## config.mk

```make
export PLATFORM = sky130hd
export DESIGN_NAME = qa_drv_ooo_responder_flat
export DESIGN_NICKNAME = d
export VERILOG_FILES = /design/src/rtl/qa_drv_ooo_responder_pkg.sv /design/src/rtl/qa_drv_ooo_responder_if.sv /design/src/rtl/qa_drv_ooo_responder_arb.sv /design/src/rtl/qa_drv_ooo_responder.sv /design/src/flat_wrapper.sv
export SDC_FILE = /design/constraint.sdc
export NUM_CORES = 1
export LEC_CHECK = 0
export CORE_UTILIZATION = 55
export DETAILED_ROUTE_END_ITERATION = 12
export PLACE_DENSITY_LB_ADDON = 0.1
export SETUP_SLACK_MARGIN = 0.15
export SYNTH_ARGS = -nofsm -noshare
export SYNTH_HDL_FRONTEND = slang
export SYNTH_HIERARCHICAL = 1
export SYNTH_SLANG_ARGS = --single-unit
```

## constraint.sdc

```tcl
create_clock -name clk -period 5.69 [get_ports clk]
set_input_delay 0.8535 -clock clk [delete_from_list [all_inputs] [get_ports clk]]
set_output_delay 0.8535 -clock clk [all_outputs]
set_load 0.02 [all_outputs]
```

## src/rtl/qa_drv_ooo_responder_pkg.sv

```systemverilog
// qa_drv_ooo_rsp_pkg: shared types and helpers for the out-of-order read responder.
//   t_lfsr       16-bit latency-jitter LFSR state
//   lfsr_next()  one Galois step, polynomial x^16+x^14+x^13+x^11+1
//   rsp_data_of() response payload {~addr zero/trunc-extended, addr}
package qa_drv_ooo_rsp_pkg;
    typedef logic [15:0] t_lfsr;
    localparam t_lfsr LFSR_TAPS = 16'hB400;
    localparam int MAX_W = 128;

    function automatic t_lfsr lfsr_next(input t_lfsr s);
        return s[0] ? ((s >> 1) ^ LFSR_TAPS) : (s >> 1);
    endfunction

    // Widths are passed in so the one function serves any parameterisation;
    // the caller truncates the MAX_W-wide result to its data width.
    function automatic logic [MAX_W-1:0] rsp_data_of(input logic [MAX_W-1:0] addr, input int aw, input int dw);
        logic [MAX_W-1:0] d;
        d = '0;
        for (int i = 0; i < MAX_W; i++) begin
            if (i < aw) d[i] = addr[i];
            else if (i < dw && i - aw < aw) d[i] = ~addr[i - aw];
        end
        return d;
    endfunction
endpackage

```

## src/rtl/qa_drv_ooo_responder_if.sv

```systemverilog
// qa_drv_ooo_responder_if: request/response bundle between a driver and the responder.
//   req_en/reqTag/reqAddr            request from the driver (legal only while notFull)
//   notFull                          at least one free slot
//   rsp_en/rspTag/rspData            registered response, no back-pressure
//   nOutstanding                     registered occupied-slot count
//   master = driver side, slave = responder side
interface qa_drv_ooo_responder_if #(
    parameter int N_ENTRIES   = 32,
    parameter int N_ADDR_BITS = 32,
    parameter int N_DATA_BITS = 64,
    parameter int N_SLOTS     = 8
);
    localparam int TW = $clog2(N_ENTRIES);
    localparam int CW = $clog2(N_SLOTS) + 1;
    logic                   req_en;
    logic [TW-1:0]          reqTag;
    logic [N_ADDR_BITS-1:0] reqAddr;
    logic                   notFull;
    logic                   rsp_en;
    logic [TW-1:0]          rspTag;
    logic [N_DATA_BITS-1:0] rspData;
    logic [CW-1:0]          nOutstanding;
    modport master (output req_en, reqTag, reqAddr, input notFull, rsp_en, rspTag, rspData, nOutstanding);
    modport slave  (input req_en, reqTag, reqAddr, output notFull, rsp_en, rspTag, rspData, nOutstanding);
endinterface

```

## src/rtl/qa_drv_ooo_responder_arb.sv

```systemverilog
// qa_drv_rr_arbiter: combinational round-robin arbiter.
//   i_req  request vector        i_ptr  last granted index (search starts at i_ptr+1)
//   o_gnt  one-hot grant         o_idx  granted index      o_any  any request present
module qa_drv_rr_arbiter #(
    parameter int N_REQ = 8,
    localparam int IW = $clog2(N_REQ)
) (
    input  logic [N_REQ-1:0] i_req,
    input  logic [IW-1:0]    i_ptr,
    output logic [N_REQ-1:0] o_gnt,
    output logic [IW-1:0]    o_idx,
    output logic             o_any
);
    logic [IW-1:0] w_j;

    assign o_any = |i_req;

    // Scan from the far end back towards ptr+1 so the nearest requester wins;
    // k == N_REQ wraps to ptr itself, which therefore has lowest priority.
    always_comb begin
        o_gnt = '0;
        o_idx = '0;
        w_j   = '0;
        for (int k = N_REQ; k >= 1; k--) begin
            w_j = i_ptr + IW'(k);
            if (i_req[w_j]) begin
                o_gnt = N_REQ'(1) << w_j;
                o_idx = w_j;
            end
        end
    end
endmodule

```

## src/rtl/qa_drv_ooo_responder.sv

```systemverilog
// qa_drv_ooo_responder: out-of-order read responder with per-request pseudo-random latency.
//   clk     clock
//   resetb  asynchronous active-low reset (synchronous release expected)
//   bus     slave side of qa_drv_ooo_responder_if: tagged requests in, tagged responses out
module qa_drv_ooo_responder
    import qa_drv_ooo_rsp_pkg::*;
#(
    parameter int    N_ENTRIES    = 32,
    parameter int    N_DATA_BITS  = 64,
    parameter int    N_ADDR_BITS  = 32,
    parameter int    N_SLOTS      = 8,
    parameter int    MIN_LAT      = 4,
    parameter int    RND_LAT_BITS = 4,
    parameter t_lfsr LFSR_SEED    = 16'h1
) (
    input logic                   clk,
    input logic                   resetb,
    qa_drv_ooo_responder_if.slave bus
);
    localparam int TW  = $clog2(N_ENTRIES);
    localparam int SW  = $clog2(N_SLOTS);
    localparam int CW  = SW + 1;
    localparam int TMW = $clog2(MIN_LAT + 2**RND_LAT_BITS);
    localparam int RB  = (RND_LAT_BITS == 0) ? 1 : RND_LAT_BITS;

    logic [N_SLOTS-1:0]     r_valid;
    logic [TW-1:0]          r_tag   [N_SLOTS];
    logic [N_ADDR_BITS-1:0] r_addr  [N_SLOTS];
    logic [TMW-1:0]         r_timer [N_SLOTS];
    t_lfsr                  r_lfsr;
    logic [SW-1:0]          r_ptr;
    logic                   r_rsp_en;
    logic [TW-1:0]          r_rsp_tag;
    logic [N_DATA_BITS-1:0] r_rsp_data;
    logic [CW-1:0]          r_cnt;

    logic [N_SLOTS-1:0]     w_ready;
    logic [N_SLOTS-1:0]     w_gnt;
    logic [SW-1:0]          w_gnt_idx;
    logic                   w_gnt_any;
    logic [SW-1:0]          w_free_idx;
    logic [N_SLOTS-1:0]     w_free_oh;
    logic                   w_not_full;
    logic                   w_acc;
    logic                   w_dup;
    logic [RB-1:0]          w_rnd;
    logic [TMW-1:0]         w_timer_init;
    logic [N_DATA_BITS-1:0] w_gnt_data;

    // notFull looks only at registered valid, so a slot freed on a grant edge
    // becomes reusable one cycle later.
    assign w_not_full   = ~&r_valid;
    assign w_acc        = bus.req_en & w_not_full;
    assign w_free_oh    = N_SLOTS'(1) << w_free_idx;
    assign w_rnd        = (RND_LAT_BITS == 0) ? '0 : r_lfsr[RB-1:0];
    assign w_timer_init = TMW'(MIN_LAT - 1) + TMW'(w_rnd);
    assign w_gnt_data   = N_DATA_BITS'(rsp_data_of(MAX_W'(r_addr[w_gnt_idx]), N_ADDR_BITS, N_DATA_BITS));

    // Lowest-index free slot: descending scan lets the lowest index win.
    always_comb begin
        w_free_idx = '0;
        for (int i = N_SLOTS - 1; i >= 0; i--)
            if (!r_valid[i]) w_free_idx = SW'(i);
    end

    always_comb begin
        w_dup   = 1'b0;
        w_ready = '0;
        for (int i = 0; i < N_SLOTS; i++) begin
            w_ready[i] = r_valid[i] && (r_timer[i] == '0);
            if (r_valid[i] && r_tag[i] == bus.reqTag) w_dup = 1'b1;
        end
    end

    qa_drv_rr_arbiter #(.N_REQ(N_SLOTS)) u_arb (
        .i_req (w_ready),
        .i_ptr (r_ptr),
        .o_gnt (w_gnt),
        .o_idx (w_gnt_idx),
        .o_any (w_gnt_any)
    );

    // Slot payload and timers need no reset: they are only observed through valid.
    always_ff @(posedge clk) begin
        for (int i = 0; i < N_SLOTS; i++)
            r_timer[i] <= (w_acc && w_free_idx == SW'(i)) ? w_timer_init :
                          (r_valid[i] && r_timer[i] != '0) ? r_timer[i] - TMW'(1) : r_timer[i];
        if (w_acc) begin
            r_tag[w_free_idx]  <= bus.reqTag;
            r_addr[w_free_idx] <= bus.reqAddr;
        end
    end

    always_ff @(posedge clk or negedge resetb) begin
        if (!resetb) begin
            r_valid    <= '0;
            r_lfsr     <= LFSR_SEED;
            r_ptr      <= '0;
            r_rsp_en   <= 1'b0;
            r_rsp_tag  <= '0;
            r_rsp_data <= '0;
            r_cnt      <= '0;
        end else begin
            // The freed and the loaded slot never coincide: the loaded one was invalid.
            r_valid  <= (r_valid & ~w_gnt) | (w_acc ? w_free_oh : '0);
            r_cnt    <= r_cnt + CW'(w_acc) - CW'(w_gnt_any);
            r_rsp_en <= w_gnt_any;
            if (w_acc) r_lfsr <= lfsr_next(r_lfsr);
            if (w_gnt_any) begin
                r_ptr      <= w_gnt_idx;
                r_rsp_tag  <= r_tag[w_gnt_idx];
                r_rsp_data <= w_gnt_data;
            end
        end
    end

    assign bus.notFull      = w_not_full;
    assign bus.rsp_en       = r_rsp_en;
    assign bus.rspTag       = r_rsp_tag;
    assign bus.rspData      = r_rsp_data;
    assign bus.nOutstanding = r_cnt;

    a_full: assert property (@(posedge clk) disable iff (!resetb) bus.req_en |-> w_not_full)
        else $fatal(1, "req_en asserted while no slot is free");
    a_dup: assert property (@(posedge clk) disable iff (!resetb) w_acc |-> !w_dup)
        else $fatal(1, "request tag already outstanding");
endmodule

```

## src/flat_wrapper.sv

```systemverilog
// flat-port wrapper written by rule: the top's interface ports become plain ports
module qa_drv_ooo_responder_flat import qa_drv_ooo_rsp_pkg::*;
#(
    parameter int    N_ENTRIES    = 32,
    parameter int    N_DATA_BITS  = 64,
    parameter int    N_ADDR_BITS  = 32,
    parameter int    N_SLOTS      = 8,
    parameter int    MIN_LAT      = 4,
    parameter int    RND_LAT_BITS = 4,
    parameter t_lfsr LFSR_SEED    = 16'h1
)
  (clk, resetb, bus_req_en, bus_reqTag, bus_reqAddr, bus_notFull, bus_rsp_en, bus_rspTag, bus_rspData, bus_nOutstanding);
  qa_drv_ooo_responder_if #(.N_ENTRIES(N_ENTRIES), .N_ADDR_BITS(N_ADDR_BITS), .N_DATA_BITS(N_DATA_BITS), .N_SLOTS(N_SLOTS)) bus_i ();
  input logic clk;
  input logic resetb;
  input wire logic [$bits(bus_i.req_en)-1:0] bus_req_en;
  input wire logic [$bits(bus_i.reqTag)-1:0] bus_reqTag;
  input wire logic [$bits(bus_i.reqAddr)-1:0] bus_reqAddr;
  output wire logic [$bits(bus_i.notFull)-1:0] bus_notFull;
  output wire logic [$bits(bus_i.rsp_en)-1:0] bus_rsp_en;
  output wire logic [$bits(bus_i.rspTag)-1:0] bus_rspTag;
  output wire logic [$bits(bus_i.rspData)-1:0] bus_rspData;
  output wire logic [$bits(bus_i.nOutstanding)-1:0] bus_nOutstanding;
  assign bus_i.req_en = bus_req_en;
  assign bus_i.reqTag = bus_reqTag;
  assign bus_i.reqAddr = bus_reqAddr;
  assign bus_notFull = bus_i.notFull;
  assign bus_rsp_en = bus_i.rsp_en;
  assign bus_rspTag = bus_i.rspTag;
  assign bus_rspData = bus_i.rspData;
  assign bus_nOutstanding = bus_i.nOutstanding;
  qa_drv_ooo_responder #(.N_ENTRIES(N_ENTRIES), .N_DATA_BITS(N_DATA_BITS), .N_ADDR_BITS(N_ADDR_BITS), .N_SLOTS(N_SLOTS), .MIN_LAT(MIN_LAT), .RND_LAT_BITS(RND_LAT_BITS), .LFSR_SEED(LFSR_SEED)) u_core (.clk(clk), .resetb(resetb), .bus(bus_i));
endmodule
```

==> out/results.ini, run 1 <==
[critical_path]
cp_num_buf_inv = 2
startpoint_type = register
worstPathArrival_ns = 5.23
crit_start = u_core/r_ptr[0]
ff2ff_path_depth = 11
critPathMaxStageDelay_ns = 0.70
worstPathRequired_ns = 6.12
criticalPathCategory = register to register
worst-path-stages = 11
end_kind = register
path_delay_family = multiplexers
slowest_stage = o211ai_1
crit_chain = inv_1 -> ha_1 -> mux4_2 -> mux2i_1 -> nand3_1 -> o211ai_1 -> buf_4 -> mux2_2 -> o22ai_1 -> a221oi_1 -> mux2_2
critPathMostFrequentCell = mux2_2
cp_max_fo = 19
reg2reg_from = u_core/r_ptr[0]

[detailed_routing]
vias_per_cell = 5.97
wire_per_inst_microns = 21.8
vias = 11448
drt_wl_total_mm = 41.7
drt_iter0_drc = 796
first_pass_iters = 5
ant_nets = 0
post-route-drc-count = 0

[grt]
grt_use_met3_pct = 3.47
antenna_found_initial = 2
grt_overflow = 0
grt_pass1_wl_mm = 65.8
top_usage_layer = met2
grt_use_met1_pct = 32.8
met2_usage_pct = 40.2
grt_util_all_layers_pct = 24.0
grt_max_degree = 59
grt_pass1_vias = 11527

[hold_path]
min_path_type = input pin to asynchronous set/reset pin

[synth]
seq_area_frac_synth_pct = 65.7
synthFlopType = edfxtp_1
avgSynthCellArea_sq_um = 14.7
synth_cells = 1308
postSynth.asyncResetShare_pct = 23.1
syn_nets = 1381
synth_area_sq_um = 19200
ys_types = 67
synth_area_leaders = edfxtp_1 53%, dfrtp_1 13%, mux2i_1 7.6%, mux2_2 3.8%, ha_1 2.1%
synth_edf_count = 336
ys_ff_latch = 437
yosys-top-cells-count = 336 x edfxtp_1, 146 x mux2i_1, 100 x dfrtp_1
post-synth-top-area-cell = edfxtp_1
yosysTopAreaCellShare_pct = 52.5
synth_most_common_cell = edfxtp_1
yosysWarningCount = 6

[outcome]
status = completed

[sta]
skew_ns = 0.0104
max_freq_mhz = 208
rsz0062_at_grt = no
slew_viol_final = 0
setup-violations-final = 0
setup_tns_ns = 0
period_minus_slack_ns = 4.81
finalCritPeriodShare_pct = 84.4
hold_viol = 0
relSlewSlack_pct = 26.9
tightest_slew_ns = 1.09

[power_and_ir_drop]
peakVddDrop_mv = 0.686
p_leak_nw = 8.23
cellPowerDensity_nw_per_um2 = 683

[clocking]
numCtsBuffers = 44
clock_latency_ns = 0.55
cts.sinks = 437
clk_pin_slew_ns = 0.06
clockRootBuffer = clkbuf_16
h-tree-depth = 2
clk_path_buf_depth = 3
ctsHoldBuffers = 0
tritoncts = done
cts_resized = 0
cts_setup_buffers = 0

[finish]
drive_gt1_share_pct = 12.8
fin_nets = 1501
num_antenna_cells = 0
finalNonFillerCells = 1919
synthToLayoutAreaGrowth_pct = 15.7
final_util_pct = 64.5

[placed_design]
port_buffers = 114
place_congestion = 0.923
hpwl_mm = 24.8
dp.cells = 1837

[die]
core-area_sq_um = 34500
rows = 68
die_h_microns = 189
die_x_microns = 189
dieArea_sq_um = 35700
io_pins = 115
initial_utilization_pct = 55.7

[job]
cap_violations = 0

[metrics by stage]
| step | total power, mW | setup slack [ns] | cell area [sq um] | hold WS [ns] |
|---|---|---|---|---|
| 4_1_cts | 15.3 | 0.928 | 22200 | 0.343 |
| 2_1_floorplan | 10.4 | 1.71 | 19200 | 0.446 |
| 6_report | 15.2 | 0.885 | 22200 | 0.322 |
| 3_3_place_gp | 12.4 | 1.04 | 20800 | 0.458 |
| 3_5_place_dp | 12.5 | 0.955 | 20800 | 0.467 |
| 5_1_grt | 16.1 | 0.535 | 22200 | 0.364 |
[where the power goes]
part / internal (mW) / switching, mW
Sequential: 4.42 / 0.394
Combinational: 3.28 / 4.34
Clock: 1.57 / 1.16
[cell usage in the layout, fill, tap and decap left out, types with 4 or more instances in the layout]
cell,count
o211ai_1,4
nand2b_1,7
a21o_1,6
nand3b_1,5
mux4_2,13
a211oi_1,4
edfxtp_1,336
nor4_1,4
nand2_1,68
nand4_1,4
clkbuf_16,46
ha_1,32
and2_1,10
o2111ai_1,33
a21oi_1,17
o21bai_1,6
o21a_1,34
dfrtp_1,100
clkinv_1,6
nor2_1,42
clkbuf_1,16
clkdlybuf4s50_1,113
xnor2_1,18
a221oi_1,12
a222oi_1,5
clkinv_2,5
mux2_2,64
o31ai_1,6
o21ai_0,51
o22ai_1,10
mux2i_1,146
nor3_1,12
xor2_1,18
clkbuf_8,6
and3_1,7
a22oi_1,35
buf_4,25
nand3_1,11
inv_1,69
[path summary, 6_finish.rpt]
path,slack [ns],to
setup / recovery,0.88,u_core/bus.rspTag[2]
hold / removal,0.32,u_core/bus.rspData[13]
setup reg to reg,0.88,u_core/bus.rspTag[2]
hold reg to reg,0.47,u_core/r_lfsr[12]
max in group asynchronous,4.12,u_core/bus.rspData[58]
min in group clk,0.47,u_core/r_lfsr[12]
[logic make-up (layout without fill, tap and decap cells)]
group / after synthesis / count (layout) / synth area share (%)
buffers and inverters: 141 / 297 / 3.20
AND/OR/NAND/NOR: 189 / 189 / 4.88
XOR/XNOR: 36 / 36 / 1.64
multiplexers: 228 / 228 / 13.3
flip-flops: 437 / 437 / 65.7
AO/OA/AOI/OAI: 244 / 244 / 9.12
adder cells (fa/ha/maj): 33 / 33 / 2.19
[cell type report]
type	instances	area, sq um
inverter	74	278
timing repair buffer	141	1380
multi-input combinational	730	6000
sequential	437	12600
clock inverter	14	85.1
tap	455	569
clock buffer	68	1290
fill	2539	12200
[registers in the layout, indices dropped and copies added, names as in the netlist]
register                 count
u_core/bus.nOutstanding      4
u_core/bus.rspData          64
u_core/bus.rsp_en            1
u_core/bus.rspTag            5
u_core/r_ptr                 3
u_core/r_tag                40
u_core/r_addr              256
u_core/r_lfsr               16
u_core/r_valid               8
u_core/r_timer              40
[per-layer routing]
layer	wire (microns)	share of wire, %	up-vias
met5	31	0.074	-
met4	823	2.0	4
met3	2020	4.8	69
met2	20500	49	324
met1	18400	44	5825
li1	-	-	5226
Power figures use the tool's default switching activity.
==> run 2: changes to the inputs <==
CORE_UTILIZATION = 54   (was 55)
clock period = 4.3 ns   (was 5.69 ns; I/O delays follow)
==> run 2 against run 1 <==
Against the previous run:
- sequential share of layout area shrank 1.9 points
- clock skew rose by 0.0064 ns
- fmax increased by 18%
- count of clock-buffer cells in the layout shrank 14
- first-iteration DRC count grew 7.5%
- wire length increased by 4.4%
- combinational power is 50% higher
- cell count increased by 3.3%
- worst setup slack got worse by 0.65 ns
- critical endpoint is now u_core/bus.rspData[12]
- highest routed layer unchanged
==> out/results.ini, run 2 (same netlist as run 1, synthesis figures left out) <==
[outcome]
status = completed

[finish]
synthToLayoutAreaGrowth_pct = 19.8
num_antenna_cells = 0  ; unchanged
largest_register_ffs = 256  ; unchanged
layout_commonest_cell = edfxtp_1
nFillCells = 2512  ; -1.1%
finalNonFillerCells = 1983  ; +3.3%
final_cell_mix = 336 x edfxtp_1, 142 x mux2i_1, 113 x clkdlybuf4s50_1, 100 x dfrtp_1, 75 x buf_4
regMostFlops = u_core/r_addr
multi_input_area_sq_um = 6100  ; +1.6%
fin_nets = 1564  ; +4.2%
drive_gt1_share_pct = 17.5  ; +4.7 points
seqCellArea_sq_um = 12600  ; unchanged

[die]
dieArea_sq_um = 36300  ; +1.8%
die_h_microns = 191  ; +0.91%
core-area_sq_um = 34800  ; +0.99%
io_pins = 115  ; unchanged
rows = 68  ; unchanged
die_x_microns = 191  ; +0.91%
initial_utilization_pct = 55.2  ; -0.55 points

[placed_design]
hpwl_mm = 26.3  ; +6.0%
dp.cells = 1892  ; +3.0%
port_buffers = 114  ; unchanged
place_congestion = 0.941  ; +1.9%

[detailed_routing]
vias = 11669  ; +1.9%
drt_iter0_drc = 856  ; +7.5%
post-route-drc-count = 0  ; unchanged
ant_nets = 0  ; unchanged
vias_per_cell = 5.88  ; -1.4%
drt_wl_total_mm = 43.6  ; +4.4%
wire_per_inst_microns = 22.0  ; +1.0%
first_pass_iters = 5  ; unchanged

[power_and_ir_drop]
peakVddDrop_mv = 0.660  ; -3.7%
seqPwrFrac_pct = 29.4  ; -2.4 points
combinationalPowerShare_pct = 52.8  ; +2.6 points
finalPower_mw = 21.6  ; +42%
p_clk_share_pct = 17.8  ; -0.2 points
p_leak_nw = 8.64  ; +5.0%
p_switching_mw = 8.31  ; +41%
p_sw_share_pct = 38.4  ; -0.41 points
internal-power_mw = 13.3  ; +43%
cellPowerDensity_nw_per_um2 = 939  ; +38%

[sta]
rsz0062_at_grt = yes
finalCritPeriodShare_pct = 94.6  ; +10 points
skew_ns = 0.0168  ; +0.00637 ns
max_freq_mhz = 246  ; +18%
setup-violations-final = 0  ; unchanged
tightest_slew_ns = 1.07  ; -0.0204 ns
hold_viol = 0  ; unchanged
slew_viol_final = 0  ; unchanged
period_minus_slack_ns = 4.07  ; -0.737 ns
relSlewSlack_pct = 28.2  ; +1.4 points
hold_ws_ns = 0.160  ; -0.162 ns

[clocking]
numCtsBuffers = 45  ; +2.3%
h-tree-depth = 2  ; unchanged
ctsHoldBuffers = 0  ; unchanged
tritoncts = done
clock_latency_ns = 0.58  ; +0.03 ns
cts.sinks = 437  ; unchanged
clk_pin_slew_ns = 0.06  ; about the same
clockRootBuffer = clkbuf_16
clk_path_buf_depth = 3  ; unchanged

[critical_path]
ff2ff_path_depth = 16  ; +5
worstPathRequired_ns = 4.73  ; -1.39 ns
end_kind = register
critPathMaxStageDelay_ns = 0.47  ; -0.23 ns
criticalPathCategory = register to register
slowest_stage = mux4_2
crit_chain = inv_1 -> ha_1 -> nor4b_2 -> and2_2 -> buf_4 -> mux4_2 -> mux2i_2 -> buf_4 -> o211ai_1 -> a311o_1 -> o211ai_1 -> clkbuf_16 -> buf_16 -> mux2_2 -> o2111ai_1 -> o21ai_0
r2r_setup_slack_ns = 0.23  ; -0.65 ns
cp_max_fo = 26  ; +7
worstPathArrival_ns = 4.50  ; -0.73 ns
crit_start = u_core/r_timer[1][5]
startpoint_type = register
r2r-end = u_core/bus.rspData[12]
cp-endpoint = u_core/bus.rspData[12]
reg2reg_from = u_core/r_timer[1][5]

[grt]
grt_overflow = 0  ; unchanged
grt_max_degree = 106  ; +80%
antenna_found_initial = 2  ; unchanged
grt_util_all_layers_pct = 24.8  ; +0.83 points
grt_pass1_vias = 11851  ; +2.8%
grt_pass1_wl_mm = 68.0  ; +3.3%

[hold_path]
min_path_type = input pin to asynchronous set/reset pin

[job]
cap_violations = 0  ; unchanged

-- run 2: repair_timing --
action,4_1_cts,5_1_grt
gates cloned,3,0
pin swaps,0,0
buffers inserted,3,1
setup endpoints to repair,57,69
gates resized for setup,10,17
-- run 2: worst max-delay path, delay by kind of cell, from the launching register on --
kind                     cells  cell delay, ns
adder cells (fa/ha/maj)      1            0.19
AND/OR/NAND/NOR              2            0.40
flip-flops                   1            0.36
AO/OA/AOI/OAI                5            1.03
multiplexers                 3            1.03
buffers and inverters        5            0.88
-- run 2: final cells by class --
type / count / share of cell area (%)
clock inverters: 30 / 1.24
well taps: 455 / 2.47
multi-input cells: 731 / 26.5
inverters: 74 / 1.21
clock buffers: 54 / 5.18
repair buffers: 202 / 8.57
flip-flops and latches: 437 / 54.8
-- run 2: worst min-delay path by stage --
stage	start	end	slack (ns)	cells past startpoint
floorplan	resetb	u_core/bus.nOutstanding[0]	0.35	0
global placement	u_core/bus.rspData[37]	u_core/bus.rspData[37]	0.46	1
detailed placement	u_core/bus.rspData[56]	u_core/bus.rspData[56]	0.47	1
CTS	resetb	u_core/bus.rspData[47]	0.20	1
global route	resetb	u_core/bus.rspData[14]	0.23	1
finish	resetb	u_core/bus.rspData[14]	0.16	1
-- run 2: power by group through the flow --
stage / sequential, mW / combinational (mW) / clock (mW)
final: 6.35 / 11.4 / 3.85
after global routing: 6.45 / 12.3 / 4.10
after CTS: 6.34 / 11.4 / 3.93
after detailed placement: 6.42 / 10.9 / 0
after global placement: 6.39 / 10.8 / 0
after floorplan: 6.74 / 7.03 / 0
-- run 2: routing by layer --
metal | wire, microns | GRT usage (%) | part of all wire, % | vias to the layer above
li1 | - | - | - | 5365
met3 | 2440 | 4.64 | 5.6 | 88
met2 | 21200 | 41.0 | 49 | 369
met5 | 27 | 0 | 0.062 | -
met1 | 18600 | 33.0 | 43 | 5843
met4 | 1260 | 8.46 | 2.9 | 4
-- run 2: per-stage QoR --
| stage | area [sq um] | TNS (ns) | worst slack [ns] | util [%] |
|---|---|---|---|---|
| 6_report | 23000 | 0 | 0.232 | 66.1 |
| 5_1_grt | 23000 | 0 | 0.0910 | 66.1 |
| 4_1_cts | 22900 | 0 | 0.181 | 65.9 |
| 3_5_place_dp | 21300 | -0.00969 | -0.00969 | 61.3 |
| 3_3_place_gp | 21300 | 0 | 0.0114 | 61.3 |
| 2_1_floorplan | 19200 | 0 | 0.323 | - |
==> run 3: changes to the inputs <==
PLACE_DENSITY = 0.82   (was default)
PLACE_DENSITY_LB_ADDON = default   (was 0.1)
==> run 3 against run 2 <==
Against the previous run:
- hold slack gained 0.041 ns
- sequential share of layout area grew 0.41 points
- global-route usage shrank 0.77 points
- clock skew is essentially flat
- register-to-register slack gained 0.05 ns
- fmax grew 1.2%
- worst setup slack gained 0.049 ns
- cell count shrank 1.1%
- cell area shrank 0.73%
- critical path depth shrank 1
- wire length shrank 1.0%
- count of clock-buffer cells in the layout grew 8
- critical endpoint is now u_core/bus.rspData[2]
- highest routed layer unchanged
==> out/results.ini, run 3 (same netlist as run 1, synthesis figures left out) <==
[finish]
nFillCells = 2379  ; -5.3%
layout_commonest_cell = edfxtp_1
seqCellArea_sq_um = 12600  ; unchanged
synthToLayoutAreaGrowth_pct = 18.9
fin_nets = 1544  ; -1.3%
regMostFlops = u_core/r_addr
final_cell_mix = 336 x edfxtp_1, 141 x mux2i_1, 113 x clkdlybuf4s50_1, 100 x dfrtp_1, 74 x inv_1
fin_area_sq_um = 22800  ; -0.73%
num_antenna_cells = 0  ; unchanged
largest_register_ffs = 256  ; unchanged
multi_input_area_sq_um = 6110  ; +0.16%
drive_gt1_share_pct = 16.3  ; -1.2 points

[die]
die_h_microns = 191  ; unchanged
io_pins = 115  ; unchanged
initial_utilization_pct = 55.2  ; unchanged
dieArea_sq_um = 36300  ; unchanged
rows = 68  ; unchanged
die_x_microns = 191  ; unchanged
core-area_sq_um = 34800  ; unchanged

[sta]
slew_viol_final = 0  ; unchanged
finalCritPeriodShare_pct = 93.5  ; -1.1 points
hold_viol = 0  ; unchanged
setup-violations-final = 0  ; unchanged
max_freq_mhz = 249  ; +1.2%
tightest_slew_ns = 1.04  ; -0.0376 ns
setup_tns_ns = 0  ; unchanged
skew_ns = 0.0164  ; -0.000352 ns
rsz0062_at_grt = no
period_minus_slack_ns = 4.02  ; -0.0490 ns
relSlewSlack_pct = 30.7  ; +2.5 points

[critical_path]
end_kind = register
startpoint_type = register
cp_num_buf_inv = 4  ; -1
critPathMaxStageDelay_ns = 0.39  ; -0.08 ns
ff2ff_path_depth = 15  ; -1
worst-path-stages = 15  ; -1
criticalPathCategory = register to register
path_delay_family = multiplexers
crit_chain = inv_1 -> ha_1 -> nor4b_2 -> and2_2 -> mux2i_2 -> mux4_2 -> buf_4 -> o211ai_1 -> a311o_1 -> o211ai_1 -> bufbuf_16 -> buf_12 -> mux2_2 -> o2111ai_2 -> o21ai_0
worstPathArrival_ns = 4.39  ; -0.11 ns
slowest_stage = mux2_2
cp_max_fo = 22  ; -15%
critPathMostFrequentCell = o211ai_1
worstPathRequired_ns = 4.67  ; -0.06 ns

[clocking]
clk_path_buf_depth = 3  ; unchanged
tritoncts = done
h-tree-depth = 2  ; unchanged
clock_latency_ns = 0.54  ; -0.04 ns
clockRootBuffer = clkbuf_16
numCtsBuffers = 44  ; -2.2%
cts.sinks = 437  ; unchanged
ctsHoldBuffers = 0  ; unchanged
clk_pin_slew_ns = 0.06  ; about the same

[detailed_routing]
post-route-drc-count = 0  ; unchanged
drt_iter0_drc = 953  ; +11%
drt_wl_total_mm = 43.1  ; -1.0%
wire_per_inst_microns = 22.0  ; about the same
ant_nets = 0  ; unchanged
vias_per_cell = 5.98  ; +1.6%
vias = 11727  ; +0.50%
first_pass_iters = 5  ; unchanged

[grt]
grt_overflow = 0  ; unchanged
grt_pass1_wl_mm = 66.8  ; -1.7%
antenna_found_initial = 2  ; unchanged
grt_util_all_layers_pct = 24.0  ; -0.77 points
grt_max_degree = 63  ; -41%
grt_pass1_vias = 11979  ; +1.1%

[placed_design]
port_buffers = 114  ; unchanged
place_congestion = 0.924  ; -1.8%
placed_area_sq_um = 21100  ; -1.2%
hpwl_mm = 25.6  ; -2.7%

[job]
cap_violations = 0  ; unchanged

[hold_path]
min_path_type = input pin to asynchronous set/reset pin

[outcome]
status = completed

## run 3: final timing paths
path	from	end	slack, ns
worst min register to register	u_core/bus.rspData[42]	u_core/bus.rspData[42]	0.47
min in group clk	u_core/bus.rspData[42]	u_core/bus.rspData[42]	0.47
max in group asynchronous	resetb	u_core/bus.rspData[26]	2.91
worst max register to register	u_core/r_timer[0][10]	u_core/bus.rspData[2]	0.28
worst min-delay path	resetb	u_core/bus.rspData[45]	0.20
worst max-delay path	u_core/r_timer[0][10]	u_core/bus.rspData[2]	0.28
## run 3: area by class of cell
cell class              instances  share of cell area [%]
flip-flops and latches        437                    55.2
multi-input cells             731                    26.7
repair buffers                183                    8.05
clock buffers                  62                    5.38
well taps                     455                    2.49
inverters                      74                    1.22
clock inverters                19                   0.887
## run 3: through the flow
step	cells	hold slack (ns)	utilization (%)	setup WS, ns
floorplan	1308	0.349	-	0.323
global placement	1860	0.462	60.6	0.0501
detailed placement	1860	0.467	60.6	-0.248
CTS	1958	0.239	65.3	0.166
global route	1961	0.259	65.6	0.135
finish	1961	0.201	65.6	0.281
## run 3: what timing repair did
item / 4_1_cts / 5_1_grt
endpoints found under the setup margin: 69 / 69
resized for setup: 8 / 21
cloned: 3 / 0
setup buffers: 14 / 3
## run 3: layer usage
layer / vias up / GRT usage (%) / share of wire, %
met2: 447 / 40.6 / 50
met5: - / 0 / 0.060
met4: 4 / 8.74 / 2.9
li1: 5313 / - / -
met3: 92 / 3.61 / 6.2
met1: 5871 / 31.6 / 41
Power of run 3 is not shown: default switching activity piles up to over one toggle a cycle in this logic, so the estimate is an artifact.
